File: config.mk
export PLATFORM = sky130hd
export DESIGN_NAME = nn_layer_sequencer
export DESIGN_NICKNAME = d
export VERILOG_FILES = /design/src/rtl/nn_pkg.sv /design/src/rtl/nn_wrap_counter.sv /design/src/rtl/nn_layer_sequencer.sv
export SDC_FILE = /design/constraint.sdc
export NUM_CORES = 1
export LEC_CHECK = 0
export BUFFER_PORTS_ARGS = -buffer_cell sky130_fd_sc_hd__buf_2
export CORE_MARGIN = 4
export CORE_UTILIZATION = 40
export DETAILED_ROUTE_END_ITERATION = 10
export GPL_ROUTABILITY_DRIVEN = 0
export GPL_TIMING_DRIVEN = 0
export PLACE_DENSITY = 0.63
export SETUP_SLACK_MARGIN = 0.02
export SYNTH_ARGS = -nofsm -noshare
export SYNTH_HDL_FRONTEND = slang
export SYNTH_SLANG_ARGS = --single-unit
export TNS_END_PERCENT = 20
File: constraint.sdc
create_clock -name clk_in -period 6.8 [get_ports clk_in]
set_input_delay 0.68 -clock clk_in [delete_from_list [all_inputs] [get_ports clk_in]]
set_output_delay 0.68 -clock clk_in [all_outputs]
set_load 0.03 [all_outputs]
File: src/rtl/nn_pkg.sv
// nn_pkg: shared types, constants and width helpers for the MLP layer sequencer
package nn_pkg;
  localparam int DATA_W = 16;
  localparam int FRAC_W = 8;
  typedef enum logic [2:0] {IDLE, CLR, ACC, DRAIN, WB, DONE} seq_state_e;
  function automatic int cw(input int n);
    return (n < 2) ? 1 : $clog2(n);
  endfunction
  function automatic int max3(input int a, input int b, input int c);
    return (a > b) ? ((a > c) ? a : c) : ((b > c) ? b : c);
  endfunction
endpackage

File: src/rtl/nn_wrap_counter.sv
// nn_wrap_counter: up-counter that wraps to zero after reaching limit, flagging the terminal value
module nn_wrap_counter
  import nn_pkg::*;
#(
  parameter int MAX_W = 4
) (
  input  logic             clk_in,
  input  logic             rst_n,
  input  logic             en,
  input  logic             clr,
  input  logic [MAX_W-1:0] limit,
  output logic [MAX_W-1:0] count,
  output logic             last
);
  logic [MAX_W-1:0] count_q, count_d;
  assign count = count_q;
  assign last  = count_q == limit;
  // clear wins over enable; enable at the terminal value wraps to zero
  always_comb count_d = clr ? '0 : en ? (last ? '0 : count_q + MAX_W'(1)) : count_q;
  // count register
  always_ff @(posedge clk_in)
    if (!rst_n) count_q <= '0;
    else count_q <= count_d;
endmodule

File: src/rtl/nn_layer_sequencer.sv
// nn_layer_sequencer: neuron-by-neuron controller sharing one MAC across a 2-layer MLP
module nn_layer_sequencer
  import nn_pkg::*;
#(
  parameter int IN_FEATURES  = 11,
  parameter int HIDDEN       = 11,
  parameter int OUT_FEATURES = 1,
  parameter int MAC_LATENCY  = 2,
  localparam int IDX_W    = cw(max3(IN_FEATURES, HIDDEN, OUT_FEATURES) + 1),
  localparam int W_ADDR_W = cw(IN_FEATURES * HIDDEN + HIDDEN * OUT_FEATURES),
  localparam int B_ADDR_W = cw(HIDDEN + OUT_FEATURES)
) (
  input  logic                clk_in,
  input  logic                rst_n,
  input  logic                in_v,
  output logic                in_ready,
  output logic                busy,
  output logic [W_ADDR_W-1:0] w_addr,
  output logic [B_ADDR_W-1:0] b_addr,
  output logic                fbuf_rd_sel,
  output logic [IDX_W-1:0]    fbuf_rd_addr,
  output logic                mac_clr,
  output logic                mac_en,
  output logic                wb_v,
  output logic                wb_sel,
  output logic [IDX_W-1:0]    wb_addr,
  output logic                relu_en,
  output logic                data_out_v
);
  localparam int DR_W = cw(MAC_LATENCY);
  seq_state_e state_q, state_d;
  logic l_q, l_d;
  logic [IDX_W-1:0] j, k, j_lim, k_lim;
  logic [DR_W-1:0] d_cnt, d_lim;
  logic j_last, k_last, d_last, idle;
  logic [W_ADDR_W-1:0] w_addr_q;
  logic [B_ADDR_W-1:0] b_addr_q;
  logic sel_q, wb_sel_q;
  logic [IDX_W-1:0] faddr_q, wb_addr_q;

  assign idle  = state_q == IDLE;
  assign j_lim = IDX_W'(l_q ? OUT_FEATURES - 1 : HIDDEN - 1);
  assign k_lim = IDX_W'(l_q ? HIDDEN - 1 : IN_FEATURES - 1);
  assign d_lim = DR_W'(MAC_LATENCY == 0 ? 0 : MAC_LATENCY - 1);

  nn_wrap_counter #(.MAX_W(IDX_W)) u_j (
    .clk_in(clk_in), .rst_n(rst_n), .en(state_q == WB), .clr(idle),
    .limit(j_lim), .count(j), .last(j_last)
  );
  nn_wrap_counter #(.MAX_W(IDX_W)) u_k (
    .clk_in(clk_in), .rst_n(rst_n), .en(state_q == ACC), .clr(idle),
    .limit(k_lim), .count(k), .last(k_last)
  );
  nn_wrap_counter #(.MAX_W(DR_W)) u_drain (
    .clk_in(clk_in), .rst_n(rst_n), .en(state_q == DRAIN), .clr(idle),
    .limit(d_lim), .count(d_cnt), .last(d_last)
  );

  // phase sequencing: clear, accumulate K_L terms, wait out the MAC pipeline, write back
  always_comb begin
    state_d = state_q;
    case (state_q)
      IDLE:    state_d = in_v ? CLR : IDLE;
      CLR:     state_d = ACC;
      ACC:     state_d = k_last ? ((MAC_LATENCY == 0) ? WB : DRAIN) : ACC;
      DRAIN:   state_d = d_last ? WB : DRAIN;
      WB:      state_d = (j_last && l_q) ? DONE : CLR;
      DONE:    state_d = IDLE;
      default: state_d = IDLE;
    endcase
  end

  // layer flag flips after the last hidden neuron and is cleared whenever idle
  always_comb l_d = idle ? 1'b0 : (state_q == WB && j_last) ? 1'b1 : l_q;

  assign in_ready   = idle;
  assign busy       = ~idle;
  assign mac_clr    = state_q == CLR;
  assign mac_en     = state_q == ACC;
  assign wb_v       = state_q == WB;
  assign relu_en    = wb_v & ~l_q;
  assign data_out_v = state_q == DONE;

  // addresses are driven in their own phase and hold their last value otherwise
  always_comb begin
    b_addr       = mac_clr ? B_ADDR_W'(l_q ? HIDDEN : 0) + B_ADDR_W'(j) : b_addr_q;
    w_addr       = mac_en ? W_ADDR_W'(l_q ? IN_FEATURES * HIDDEN : 0)
                   + W_ADDR_W'(j) * W_ADDR_W'(l_q ? HIDDEN : IN_FEATURES) + W_ADDR_W'(k) : w_addr_q;
    fbuf_rd_sel  = mac_en ? l_q : sel_q;
    fbuf_rd_addr = mac_en ? k : faddr_q;
    wb_sel       = wb_v ? l_q : wb_sel_q;
    wb_addr      = wb_v ? j : wb_addr_q;
  end

  // state, layer and address-hold registers
  always_ff @(posedge clk_in)
    if (!rst_n) begin
      state_q   <= IDLE;
      l_q       <= 1'b0;
      w_addr_q  <= '0;
      b_addr_q  <= '0;
      sel_q     <= 1'b0;
      faddr_q   <= '0;
      wb_sel_q  <= 1'b0;
      wb_addr_q <= '0;
    end else begin
      state_q   <= state_d;
      l_q       <= l_d;
      w_addr_q  <= w_addr;
      b_addr_q  <= b_addr;
      sel_q     <= fbuf_rd_sel;
      faddr_q   <= fbuf_rd_addr;
      wb_sel_q  <= wb_sel;
      wb_addr_q <= wb_addr;
    end

  // the drain counter never runs past its terminal value
  a_drain_bound: assert property (@(posedge clk_in) disable iff (!rst_n)
    (state_q != DRAIN) || (d_cnt <= d_lim));
endmodule

==> qor.txt <==
Outcome -> completed
Synthesized netlist net count -> 287
Post-DR vias/cell -> 4.84
Area growth from synthesis to layout -> 14.5%
Worst-path cell chain -> fa_1, ha_1, inv_1, fa_1, inv_1, fa_1, a21o_1, a21o_1, a221o_2, buf_2
Global route total overflow -> 0
Average instance area after synthesis -> 8.49 um2
Primary FF master, synth -> dfxtp_1
Final-report setup violation count -> 0
Wire length reported by the detailed router -> 4.29 mm
# IOs -> 32
Fraction of final layout cells sized beyond drive strength 1 -> 0.174
Die span in x -> 81.7 um
Clock latency of the later-clocked register in the worst-skew pair -> 280 ps
Number of clock sinks -> 35
Worst Min Path Start -> faddr_q[3]$_SDFF_PN0_
Layout Cells excl Fill -> 363
Clock slew seen by the registers of the worst setup and hold paths -> 60 ps
Highest ir drop seen on vdd -> 0.0824 mV
Starting utilization of the core area -> 0.420
Number of buffers inserted to repair setup after CTS -> 0
Required time at the worst-slack endpoint -> 6120 ps
Clock tree from TritonCTS -> done
Total GRT Usage -> 0.149
Total inserted antenna cells -> 0
Count of hold-fix buffers inserted at cts -> 0
Worst Setup End Kind -> primary output
Final setup TNS -> 0 ps
Post-synth design cell area -> 0.00217 mm2
Count of H-tree levels built during CTS -> 2
Worst Hold End -> faddr_q[3]$_SDFF_PN0_
DPL Wire Length -> 3.36 mm
Sequential fraction of the synthesis area -> 0.322
Max-slew headroom at the worst pin -> 0.511
Delay of the slowest cell on the worst path -> 590 ps
Total vias in the final route -> 1758
Initial DRC count -> 76
Post-route clock period utilization -> 0.633
Max Buffers Root-to-Sink -> 2
Final worst clock skew -> 5.43 ps
Type of origin of the critical path -> flop
Static Leakage -> 1.21 nW
Hold/Removal Path Class -> flop to flop
Transition time at the pin with the least slew margin -> 723 ps
EDFF count, synth -> 0
Critical-path maximum fanout -> 9
Area of the die -> 0.00668 mm2
Leading cell type in the layout, fill and taps excluded -> nand2_1
Cells after Synth -> 256
Critical-path cell with the highest stage delay -> dfxtp_1
Count of cells along the worst register-to-register path -> 10
Number of gates given a new drive strength after cts -> 0
Max-cap violations -> 0
Register bit count reported by yosys -> 35
Synth warn -> 0
Category of the critical setup timing path -> flop to primary output
Cell family with the largest share of critical-path delay -> adder cells
Top library cells by usage in the layout, fill and taps aside -> nand2_1, dfxtp_1, buf_2, inv_1
Remaining DRCs -> 0
End of the worst register-to-register path -> w_addr_q[6]$_SDFF_PN0_
Max-slew violation count -> 0
Overall power after layout -> 0.379 mW
Post-route cell area -> 0.00249 mm2
Total power per unit cell area -> 152 mW/mm2
Number of detailed-routing iterations run before antenna repair -> 5
Endpoint arrival time on the critical path -> 3630 ps
Cell chosen for the clock root -> clkbuf_8
CP dominant cell by count -> fa_1
Final Worst Setup Slack -> 2490 ps
Unrepaired setup endpoints after global routing -> false
Number of placement rows -> 26
Placement Cell Area -> 0.00242 mm2
Global-route wire length before repair -> 7.75 mm
Count of buffering cells on the critical path with inverters included -> 3
Number of nets in the final layout -> 325
Max Fclk -> 0.232 GHz
Number of buffers inserted during clock tree synthesis -> 5
Worst setup timing slack at the placement stage -> 2780 ps
Avg WL per Cell -> 11.8 um
Cells after DPL -> 357
Final critical path time including I/O delays and setup -> 4310 ps
Startpoint of the lowest-slack register-to-register path -> l_q$_SDFFE_PP0P_
Vias in the first global route -> 1742
Synth async-reset ratio -> 0
Y dimension of the die -> 81.7 um
Largest net degree at the start of global routing -> 11
Final Core Density -> 0.481
Count of endpoints failing hold in the final timing report -> 0
Number of buffer cells added on primary ports -> 31
Number of different library cells in the post-synthesis netlist -> 39
Fin Hold WS -> 462 ps
Register-to-Register Setup Slack -> 3380 ps
Post-route ant nets -> 0
Core outline area -> 0.00517 mm2
Antenna violations before repair -> 0
Worst hold path stage count -> 2
==> power by group <==
group	internal [mW]	switching, mW	leakage [nW]
Combinational	0.0116	0.0248	0.892
Sequential	0.207	0.000917	0.282
Clock	0.0682	0.0669	0.0371
==> metal layers <==
metal / track usage / wire, um / part of all wire
met5: 0 / 0 / 0
met4: 0.0449 / 55 / 0.013
met3: 0.0362 / 281 / 0.065
met2: 0.237 / 1920 / 0.45
met1: 0.199 / 2030 / 0.47
==> synthesized netlist by cell type, types with 4 or more instances <==
cell type / n / area [um2]
a21o_1: 4 / 30.0
a21oi_1: 18 / 90.1
a31oi_1: 4 / 25.0
and2_1: 13 / 81.3
dfxtp_1: 35 / 701
fa_1: 10 / 200
ha_1: 18 / 225
inv_1: 33 / 124
nand2_1: 37 / 139
nand3_1: 6 / 30.0
nor2_1: 12 / 45.0
nor2b_1: 5 / 31.3
o21ai_0: 15 / 75.1
==> layout make-up <==
cell class	count	area, um2
fill	511	2680
multi-input combinational	175	1260
sequential	35	701
timing repair buffer	31	155
inverter	34	129
tap	70	87.6
buffer	12	82.6
clock buffer	6	72.6
==> kinds of logic (layout without fill, tap and decap cells) <==
kind of cell             Yosys count  after routing  synth area share
multiplexers                       4              4            0.0196
buffers and inverters             46             83            0.0973
flip-flops                        35             35             0.322
AO/OA/AOI/OAI                     47             47             0.133
adder cells (fa/ha/maj)           28             28             0.196
XOR/XNOR                           4              4            0.0161
AND/OR/NAND/NOR                   92             92             0.216
==> how the worst max path moves through the flow <==
stage | start | depth (start not counted) | slack (ps) | end
detailed placement | l_q$_SDFFE_PP0P_ | 10 | 2780 | w_addr[6]
global route | l_q$_SDFFE_PP0P_ | 10 | 2280 | w_addr[6]
floorplan | l_q$_SDFFE_PP0P_ | 8 | 3020 | w_addr[4]
global placement | l_q$_SDFFE_PP0P_ | 10 | 2810 | w_addr[6]
finish | l_q$_SDFFE_PP0P_ | 10 | 2490 | w_addr[6]
CTS | l_q$_SDFFE_PP0P_ | 10 | 2480 | w_addr[6]
==> tightest hold or removal path, delay by kind of cell, from the launching register on <==
family	cells	cell delay, ps
compound gates	1	60
flops	1	300
simple gates	1	60
==> registers in the layout, indices dropped and copies added, names as in the netlist <==
register / flops
state_q: 3
w_addr_q: 8
u_k.count: 4
sel_q: 1
faddr_q: 4
b_addr_q: 4
wb_addr_q: 4
u_j.count: 4
u_drain.count: 1
l_q: 1
wb_sel_q: 1
Note: power is estimated with default switching activity, not from simulation.
